===== src/rtl/fifo_pkg.sv =====
// Shared definitions for the fifos library: default sizes and pointer/count width helpers.
package fifo_pkg;

  localparam int DEFAULT_N     = 32;
  localparam int DEFAULT_DEPTH = 4;

  function automatic int ptr_w(input int depth);
    return (depth > 1) ? $clog2(depth) : 1;
  endfunction

  function automatic int cnt_w(input int depth);
    return $clog2(depth + 1);
  endfunction

  typedef logic [ptr_w(DEFAULT_DEPTH)-1:0] ptr_t;

endpackage


===== src/rtl/pipeline_fifo_ehr2.sv =====
// Two-port ephemeral history register: port 1 observes the value after the port 0 write.
module pipeline_fifo_ehr2 #(
  parameter int W = 1
) (
  input  logic         clk,
  input  logic         rst_n,
  input  logic         wv0,
  input  logic [W-1:0] wd0,
  input  logic         wv1,
  input  logic [W-1:0] wd1,
  output logic [W-1:0] rd0,
  output logic [W-1:0] rd1
);

  logic [W-1:0] val_r;
  logic [W-1:0] nxt_s;

  assign rd0 = val_r;

  // port 1 read sees the port 0 write of the same cycle
  always_comb begin
    if (wv0) begin
      rd1 = wd0;
    end else begin
      rd1 = val_r;
    end
  end

  // port 1 write wins over port 0 write
  always_comb begin
    if (wv1) begin
      nxt_s = wd1;
    end else begin
      nxt_s = rd1;
    end
  end

  // state register
  always_ff @(posedge clk or negedge rst_n) begin
    if (!rst_n) begin
      val_r <= {W{1'b0}};
    end else begin
      val_r <= nxt_s;
    end
  end

endmodule


===== src/rtl/pipeline_fifo.sv =====
// Pipeline FIFO (deq < enq < clear) built on Ehr2 pointers and count.
// Optional flush port enabled by defining PIPELINE_FIFO_CLEAR_EN.
module pipeline_fifo
  import fifo_pkg::*;
#(
  parameter int N     = DEFAULT_N,
  parameter int DEPTH = DEFAULT_DEPTH,
  parameter int CW    = cnt_w(DEPTH)
) (
  input  logic          clk,
  input  logic          rst_n,
  input  logic          enq_valid,
  input  logic [N-1:0]  enq_data,
  output logic          enq_ready,
  output logic          deq_valid,
  output logic [N-1:0]  deq_data,
  input  logic          deq_ready,
  output logic [CW-1:0] count
`ifdef PIPELINE_FIFO_CLEAR_EN
  ,
  input  logic          clear
`endif
);

  localparam int PW = ptr_w(DEPTH);

  logic [N-1:0]  mem_r [DEPTH];

  logic [PW-1:0] head_rd0_s, head_rd1_s, head_wd0_s;
  logic [PW-1:0] tail_rd0_s, tail_rd1_s, tail_wd1_s;
  logic [CW-1:0] cnt_rd0_s, cnt_rd1_s, cnt_wd0_s, cnt_wd1_s;
  logic          tail_wv1_s, cnt_wv1_s;
  logic          deq_fire_s, enq_fire_s, clear_s;
  logic          head_unused_s;

`ifdef PIPELINE_FIFO_CLEAR_EN
  assign clear_s = clear;
`else
  assign clear_s = 1'b0;
`endif

  assign deq_valid  = (cnt_rd0_s != {CW{1'b0}});
  assign enq_ready  = (cnt_rd0_s != CW'(DEPTH)) | deq_ready;
  assign deq_fire_s = deq_valid & deq_ready;
  assign enq_fire_s = enq_valid & enq_ready;
  assign deq_data   = mem_r[head_rd0_s];
  assign count      = cnt_rd0_s;

  assign head_wd0_s    = head_rd0_s + PW'(1);
  assign cnt_wd0_s     = cnt_rd0_s - CW'(1);
  assign tail_wv1_s    = enq_fire_s | clear_s;
  assign cnt_wv1_s     = enq_fire_s | clear_s;
  assign head_unused_s = ^head_rd1_s;

  // enq-port updates; clear forces pointers and count to zero
  always_comb begin
    if (clear_s) begin
      tail_wd1_s = {PW{1'b0}};
      cnt_wd1_s  = {CW{1'b0}};
    end else begin
      tail_wd1_s = tail_rd1_s + PW'(1);
      cnt_wd1_s  = cnt_rd1_s + CW'(1);
    end
  end

  pipeline_fifo_ehr2 #(.W(PW)) u_head (
    .clk (clk),
    .rst_n (rst_n),
    .wv0 (deq_fire_s),
    .wd0 (head_wd0_s),
    .wv1 (clear_s),
    .wd1 ({PW{1'b0}}),
    .rd0 (head_rd0_s),
    .rd1 (head_rd1_s)
  );

  pipeline_fifo_ehr2 #(.W(PW)) u_tail (
    .clk (clk),
    .rst_n (rst_n),
    .wv0 (1'b0),
    .wd0 (tail_rd0_s),
    .wv1 (tail_wv1_s),
    .wd1 (tail_wd1_s),
    .rd0 (tail_rd0_s),
    .rd1 (tail_rd1_s)
  );

  pipeline_fifo_ehr2 #(.W(CW)) u_count (
    .clk (clk),
    .rst_n (rst_n),
    .wv0 (deq_fire_s),
    .wd0 (cnt_wd0_s),
    .wv1 (cnt_wv1_s),
    .wd1 (cnt_wd1_s),
    .rd0 (cnt_rd0_s),
    .rd1 (cnt_rd1_s)
  );

  // storage is intentionally not reset
  always_ff @(posedge clk) begin
    if (enq_fire_s && !clear_s) begin
      mem_r[tail_rd1_s] <= enq_data;
    end else begin
      mem_r[tail_rd1_s] <= mem_r[tail_rd1_s];
    end
  end

endmodule


===== config.mk =====
export PLATFORM = sky130hd
export DESIGN_NAME = pipeline_fifo
export DESIGN_NICKNAME = d
export VERILOG_FILES = /design/src/rtl/fifo_pkg.sv /design/src/rtl/pipeline_fifo_ehr2.sv /design/src/rtl/pipeline_fifo.sv
export SDC_FILE = /design/constraint.sdc
export NUM_CORES = 1
export LEC_CHECK = 0
export CORE_UTILIZATION = 45
export CTS_CLUSTER_DIAMETER = 150
export DETAILED_ROUTE_END_ITERATION = 10
export GPL_ROUTABILITY_DRIVEN = 1
export PLACE_DENSITY = 0.71
export SYNTH_ARGS = -nofsm -noshare
export SYNTH_HDL_FRONTEND = slang
export SYNTH_SLANG_ARGS = --single-unit

===== constraint.sdc =====
create_clock -name clk -period 2.7 [get_ports clk]
set_input_delay 0.675 -clock clk [delete_from_list [all_inputs] [get_ports clk]]
set_output_delay 0.675 -clock clk [all_outputs]
set_load 0.1 [all_outputs]

---- Word-level counts from Yosys, hierarchy flattened ----
Memories as Yosys holds them, arrays and structs flattened.
Index checks and enable logic that the tools add are counted.
storage, ports and cells
  memories kept ........................... 1
  input port bits ......................... 36
  logic and storage cells ................. 22
  bits in registers ....................... 7
  output and inout port bits .............. 37
  memory bits (writable) .................. 128
memories
  name   words  bits a word  rd ports  clocked after memory_dff  write ports  line                 source
  mem_r  4      32           1         0                         1            pipeline_fifo.sv:27  logic [N-1:0] mem_r [DEPTH];
operators by class
  add/subtract/negate cells ............... 4
  equality and inequality tests ........... 2
  reduce and logical (&&, ||, !) cells .... 2
  multiplexer cells ....................... 6
  bitwise operators ....................... 4
operator list
  operator             number
  $mux 32              1
  $mux 3               2
  $add 2x1->2 const B  2
  $add 3x1->3 const B  1
  $mux 1               3
  $ne 3x3->1 const B   1
  $reduce_bool 3->1    1
  $sub 3x1->3 const B  1
  $and 1x1->1          2
  $or 1x1->1           2
  $reduce_and 2->1     1
  $ne 0x0->1           1

---- Logic depth before layout (Yosys ltp) ----
Gate-level depths: netlist (run 1).
  depth after elaboration ................. 6
  depth in mapped cells ................... 10
  mapped depth without buffers ............ 10

---- By module ----
A second synthesis (run 1) with hierarchy kept.
second synthesis, totals
  cells, all modules ...................... 215
  area, all modules ....................... 5,223.8 µm²
by module, submodules not included
  module                           cells an instance  area an instance (µm²)  seq. area each (µm²)  times used
  pipeline_fifo                    194                4,864.7                 3,843.7               1
  pipeline_fifo_ehr2 (u_head ...)  6                  102.6                   50.0                  2
  pipeline_fifo_ehr2 (u_count)     9                  153.9                   75.1                  1

---- Worst setup path after synthesis (run 1) ----
OpenSTA, ideal clock, no wires.
  path type ............................... reg2reg
  start ................................... register u_count.val_r[0], in the netlist u_count.rd0[0]
  end ..................................... memory mem_r[1][0] (netlist bit) (enable)
  required time ........................... 2,308 ps
  path buffers ............................ 0
  path slack .............................. -959 ps
  cell stages (with the launch flop) ...... 5
  setup time .............................. 392 ps
  clock period less this slack ............ 3,659 ps
  arrival ................................. 3,267 ps
  path through ............................ dfrtp_1 inv_1 ha_1 nand3b_1 and3_1
between the ends
  longest elaborated chain between the ends .. 6
  elaborated cells between the ends (all ways) .. 8
  classes of those cells .................. eq/ne: 1; mux: 3; bitwise: 3; reduce/logical: 1
ends and longest elaborated chain
  item                                                              line                                        source
  from (decl)                                                       pipeline_fifo_ehr2.sv:15                    logic [W-1:0] val_r;
  from (signal assigned)                                            pipeline_fifo_ehr2.sv:41                    val_r <= {W{1'b0}};
  from (signal assigned)                                            pipeline_fifo_ehr2.sv:43                    val_r <= nxt_s;
  $ne 3x3->1 (*)                                                    pipeline_fifo.sv:43                         assign enq_ready = (cnt_rd0_s != CW'(DEPTH)) | deq_ready;
  $or 1x1->1 (*)                                                    pipeline_fifo.sv:43
  net enq_ready                                                     pipeline_fifo.sv:14                         output logic enq_ready,
  $and 1x1->1 (*)                                                   pipeline_fifo.sv:45                         assign enq_fire_s = enq_valid & enq_ready;
  $mux 1, on equally long branches                                  pipeline_fifo.sv:101, pipeline_fifo.sv:104
  $mux 1 (not written as such) or $reduce_and 2->1 (tied branches)  n/a
  $or 1x1->1 (no source line) (*)                                   n/a
  to (decl)                                                         pipeline_fifo.sv:27
The timed path passes the listed nets; every way through them passes the cells marked *.

---- Worst setup path in the final report (run 1) ----
  start ................................... register u_head.val_r[0], in the netlist u_head.rd0[0]
  end ..................................... output port deq_data[24]
between the ends
  longest elaborated chain between the ends .. 1
ends and longest elaborated chain
  item                    line                      source
  from (decl)             pipeline_fifo_ehr2.sv:15
  from (signal assigned)  pipeline_fifo_ehr2.sv:41
  from (signal assigned)  pipeline_fifo_ehr2.sv:43
  $mem_v2 4x32            n/a
  to (decl)               pipeline_fifo.sv:16       output logic [N-1:0] deq_data,
No other way between the ends.

==> results of run 1 <==
==> state kept, by name, indices dropped and copies added, names as in the netlist <==
register,flops
mem_r,128
u_count.rd0,3
u_head.rd0,2
u_tail.rd0,2
==> routing by layer <==
metal  track usage  vias to the layer above  part of all wire
li1              -                     1090                 -
met1         0.210                     1273              0.43
met2         0.271                       62              0.52
met3        0.0478                        5             0.042
met4        0.0666                        0             0.010
met5             0                        -                 0
==> cell families (layout without fill, tap and decap cells) <==
| group | after synthesis | in the layout | share of synthesized area |
|---|---|---|---|
| compound gates | 5 | 5 | 0.00585 |
| xor+xnor | 6 | 6 | 0.0117 |
| fa+ha+maj | 7 | 7 | 0.0171 |
| buf+inv | 13 | 121 | 0.0161 |
| flops | 135 | 135 | 0.783 |
| mux | 35 | 35 | 0.148 |
| simple gates | 14 | 14 | 0.0185 |
==> layout by cell type, fill, tap and decap left out, types with 2 or more instances in the layout <==
cell type        instances
dfrtp_1                  2
nand2_1                  2
inv_6                    6
mux4_2                  32
xnor2_1                  5
ha_1                     6
and3_4                   4
dfrtp_4                  2
clkbuf_16               17
inv_4                    2
clkdlybuf4s50_1         35
edfxtp_1               128
buf_4                    9
buf_12                  40
clkinvlp_4               3
inv_1                    3
dfrtp_2                  3
inv_8                    4
==> area by class of cell <==
class                      count  area (um2)  area share
timing repair buffer          84        1220       0.172
sequential                   135        4030       0.570
multi-input combinational     67        1070       0.151
clock buffer                  17         425      0.0602
inverter                       5        23.8     0.00336
tap                          140         175      0.0248
clock inverter                15         133      0.0188
==> critical path: stages, from the launching register on <==
cell and delay [ns]:
dfrtp_2 0.38, buf_4 0.30, mux4_2 0.60, buf_12 0.19
==> path summary, 6_finish.rpt <==
kind | startpoint | end | slack [ns] | depth (start not counted)
min in group clk | u_tail.rd0[1] | u_tail.rd0[1] | 0.61 | 2
max | u_head.rd0[0] | deq_data[24] | 0.13 | 3
min | rst_n | u_count.rd0[1] | 0.53 | 1
max reg2reg | u_count.rd0[0] | u_count.rd0[2] | 0.50 | 10
min reg2reg | u_tail.rd0[1] | u_tail.rd0[1] | 0.61 | 2
max in group asynchronous | rst_n | u_count.rd0[0] | 1.91 | 1
==> stage by stage <==
step | utilization | hold WS (ns) | instance area [um2]
finish | 0.644 | 0.531 | 7070
global route | 0.644 | 0.529 | 7070
CTS | 0.644 | 0.518 | 7070
detailed placement | 0.593 | 0.620 | 6510
global placement | 0.593 | 0.595 | 6510
floorplan | - | 0.379 | 5180
==> flow_summary_export.csv, run 1 <==
group,metric,value,unit
worst_setup_path,cp_data_arrival_time,1.89,ns
synthesis,yosysSeqAreaShare,0.783,
timing,setup_tns,0,ns
global_route,grt_pass1_vias,2539,
timing,rsz0062_at_grt,"false",
status,status,"complete, no violations",
floorplan,die_area,0.0118,mm2
drt,drc,0,
clocking,hold_buffers,0,
placement,dpl.cell_count,431,
final_layout,nFillCells,697,
timing,skew,0.0155,ns
synthesis,ys.flop_type,"edfxtp_1",
floorplan,start_util,0.468,
synthesis,ys_top_cells_by_area,"edfxtp_1 75%, mux4_2 14%, dfrtp_1 3.4%",
floorplan,die_h,109,um
floorplan,die_w,109,um
worst_setup_path,cp-end-kind,"primary output",
worst_setup_path,worstPathRequired,2.03,ns
placement,dpl_worst_slack,0.0912,ns
timing,maxSlewViolCount,0,
synthesis,netlist_instances,215,
timing,finalCritPeriodShare,0.951,
timing,hold_violations,0,
timing,setup_ws,0.133,ns
drt,wl_per_cell,19.0,um
timing,tightest_slew,0.311,ns
worst_setup_path,startpoint_type,"flop",
clocking,cts_tree,"done",
clocking,postCtsSetupBuffers,0,
final_layout,diodes,0,
synthesis,synth-edff-count,128,
clocking,cts_resized,0,
synthesis,synthArstFlopShare,0.0519,
clocking,clk_pin_slew_worst_paths,0.06,ns
clocking,cts_inserted_buffers,17,
drt,detail-route-antenna-nets,0,
synthesis,ys_warn_count,0,
clocking,h-tree-depth,4,
drt,drt-total-wl,8.81,mm
synthesis,yosysMostFrequentCell,"edfxtp_1",
clocking,clock_sinks,135,
final_layout,drive_gt1_frac,0.402,
global_route,grt_pass1_wl,13.7,mm
worst_setup_path,worstPathMaxFanout,14,
final_layout,fin_cells,463,
global_route,track_usage,0.166,
drt,via_per_inst,5.25,
worst_setup_path,crit_type,"reg -> out",
clocking,clk_path_buf_depth,2,
synthesis,synth_top_area_frac,0.749,
placement,hpwl,5.54,mm
synthesis,ys_ff_latch,135,
floorplan,row_count,38,
timing,max_freq,0.390,GHz
final_layout,nets,353,
synthesis,synth_top_area_cell,"edfxtp_1",
job,maxCapViolCount,0,
clocking,cts_root_buf,"clkbuf_16",
synthesis,synth_nets,258,
global_route,antenna_found_initial,0,
final_layout,area_delta_synth_final,37.7,%
synthesis,syn_area_per_cell,23.9,um2
global_route,grt_max_degree,26,
clocking,clkLatencyLatePin,0.41,ns
hold_path,min_path_type,"in -> async",
drt,drtIter0Drc,103,
synthesis,synth_area,0.00513,mm2
synthesis,netlist_top_cells_count,"128 x edfxtp_1, 32 x mux4_2, 7 x dfrtp_1, 7 x ha_1",
placement,io_buffers,72,
floorplan,io-pin-count,73,
drt,dr.pass1.iters,4,
synthesis,ys_types,28,
floorplan,core_area,0.0110,mm2
timing,layout_min_cycle_time,2.57,ns
timing,setup_viol,0,
drt,routed-via-count,2430,
timing,max-slew-margin-rel,0.792,
global_route,grt-ovfl-total,0,
placement,gp_congestion,0.710,
Power of run 1 is left out: the tool's default activity adds up to more than one toggle a clock period on the data nets, which glitch-free logic cannot reach.
==> run 2: changes to the inputs <==
--- a/config.mk
+++ b/config.mk
@@ -5,11 +5,14 @@
 export SDC_FILE = /design/constraint.sdc
 export NUM_CORES = 1
 export LEC_CHECK = 0
-export CORE_UTILIZATION = 45
+export CAP_MARGIN = 20
+export CELL_PAD_IN_SITES_DETAIL_PLACEMENT = 1
+export CELL_PAD_IN_SITES_GLOBAL_PLACEMENT = 2
+export CORE_UTILIZATION = 42
 export CTS_CLUSTER_DIAMETER = 150
 export DETAILED_ROUTE_END_ITERATION = 10
 export GPL_ROUTABILITY_DRIVEN = 1
-export PLACE_DENSITY = 0.71
+export PLACE_DENSITY = 0.82
 export SYNTH_ARGS = -nofsm -noshare
 export SYNTH_HDL_FRONTEND = slang
 export SYNTH_SLANG_ARGS = --single-unit
==> flow_summary_export.csv, run 2 (same netlist as run 1, synthesis figures left out) <==
group,metric,value,unit
drt,maxUsedRoutingLayer,"met4",
final_layout,fin_util,0.597,
clocking,clk_pin_slew_worst_paths,0.06,ns
worst_setup_path,cp-end-kind,"primary output",
floorplan,die_area,0.0127,mm2
clocking,hold_buffers,0,
floorplan,core_area,0.0120,mm2
timing,finalCritPeriodShare,0.936,
drt,routed-via-count,2527,
drt,drc,0,
timing,fin_hold_ws,0.548,ns
clocking,clkLatencyLatePin,0.42,ns
timing,layout_min_cycle_time,2.53,ns
floorplan,row_count,40,
clocking,cts_root_buf,"clkbuf_16",
final_layout,nFillCells,980,
global_route,track_usage,0.183,
final_layout,nets,354,
drt,via_per_inst,5.37,
worst_setup_path,path_delay_family,"multiplexers",
drt,drt-total-wl,10.4,mm
drt,wl_met1,4.17,mm
timing,rsz0062_at_grt,"false",
final_layout,drive_gt1_frac,0.407,
hold_path,min_path_type,"in -> async",
clocking,clock_sinks,135,
worst_setup_path,worstPathRequired,2.03,ns
clocking,postCtsSetupBuffers,0,
worst_setup_path,r2r_cells,10,
final_layout,regMostFlops,"mem_r",
drt,dr_wl_met3,397,um
worst_setup_path,cp_data_arrival_time,1.85,ns
floorplan,io-pin-count,73,
drt,wl_per_cell,22.0,um
drt,dr.pass1.iters,4,
final_layout,diodes,0,
timing,skew,0.0110,ns
final_layout,layout_common_cells,"128 x edfxtp_1, 42 x buf_12, 35 x clkdlybuf4s50_1",
timing,setup_viol,0,
final_layout,area_delta_synth_final,39.0,%
drt,dr_wl_met2,5.73,mm
placement,io_buffers,72,
worst_setup_path,worstPathMaxFanout,27,
worst_setup_path,r2r_start,"u_count.rd0[0]",
clocking,h-tree-depth,4,
worst_setup_path,cpMaxStageDelayCell,"mux4_2",
worst_setup_path,crit_buf_inv,2,
global_route,antenna_found_initial,0,
timing,maxSlewViolCount,0,
final_layout,mostFrequentLayoutCell,"edfxtp_1",
clocking,cts_resized,0,
clocking,cts_tree,"done",
global_route,grt_pass1_vias,2768,
global_route,grt_max_degree,28,
global_route,grt-ovfl-total,0,
floorplan,start_util,0.429,
status,status,"complete, no violations",
clocking,cts_inserted_buffers,17,
job,maxCapViolCount,0,
timing,max-slew-margin-rel,0.741,
floorplan,die_h,113,um
worst_setup_path,crit_type,"reg -> out",
clocking,clk_path_buf_depth,2,
timing,tightest_slew,0.387,ns
floorplan,die_w,113,um
timing,hold_violations,0,
final_layout,largest_reg_flops,128,
worst_setup_path,cp_common_cell,"buf_12",
placement,gp_congestion,0.679,
drt,drtIter0Drc,144,
worst_setup_path,cpPeakStageDelay,0.60,ns
global_route,grt_pass1_wl,16.1,mm
timing,setup_tns,0,ns
worst_setup_path,startpoint_type,"flop",
worst_setup_path,ff2ff_setup_slack,0.54,ns
timing,max_freq,0.396,GHz
placement,hpwl,6.71,mm
worst_setup_path,critical_path.cell_chain,"buf_12 -> mux4_2 -> buf_12",
drt,detail-route-antenna-nets,0,
worst_setup_path,rr_endpoint,"u_count.rd0[2]",
## run 2: changes by cell type in the layout (fill, tap and decap cells not counted), sizes merged
cell and change:
inv -1, bufinv +1, buf +1
## run 2: layer usage
metal / vias up / GRT usage
met5: - / 0
met4: 0 / 0.0667
met3: 6 / 0.0567
met2: 72 / 0.317
met1: 1346 / 0.214
li1: 1103 / -
## run 2: cell type report
type	instances	area [um2]	share of cell area
clock buffer	17	425	0.0596
clock inverter	15	156	0.0219
inverter	5	23.8	0.00333
multi-input combinational	67	1070	0.149
sequential	135	4030	0.565
tap	147	184	0.0258
timing repair buffer	85	1250	0.175
## run 2: worst max path at each step
stage	end	start	cells past startpoint
after floorplan	mem_r[0][0]	u_count.rd0[0]	4
after global placement	u_count.rd0[2]	deq_ready	8
after detailed placement	u_count.rd0[2]	deq_ready	8
after CTS	deq_data[29]	u_head.rd0[0]	3
after global routing	deq_data[19]	u_head.rd0[0]	3
final	deq_data[30]	u_head.rd0[0]	3
## run 2: worst reg2reg max path: cells and delay by family (launching register included)
kind,cells,cell delay (ns)
compound gates,2,0.21
mux,2,0.60
fa+ha+maj,2,0.34
buf+inv,1,0.08
simple gates,3,0.29
flops,1,0.51
## run 2: stage by stage
stage,worst slack (ns),std cells,area (um2)
2_1_floorplan,0.0000810,215,5180
3_3_place_gp,0.176,439,6560
3_5_place_dp,0.0880,439,6560
4_1_cts,0.121,471,7140
5_1_grt,0.0884,471,7140
6_report,0.174,471,7140
Power of run 2 is left out for the same reason.
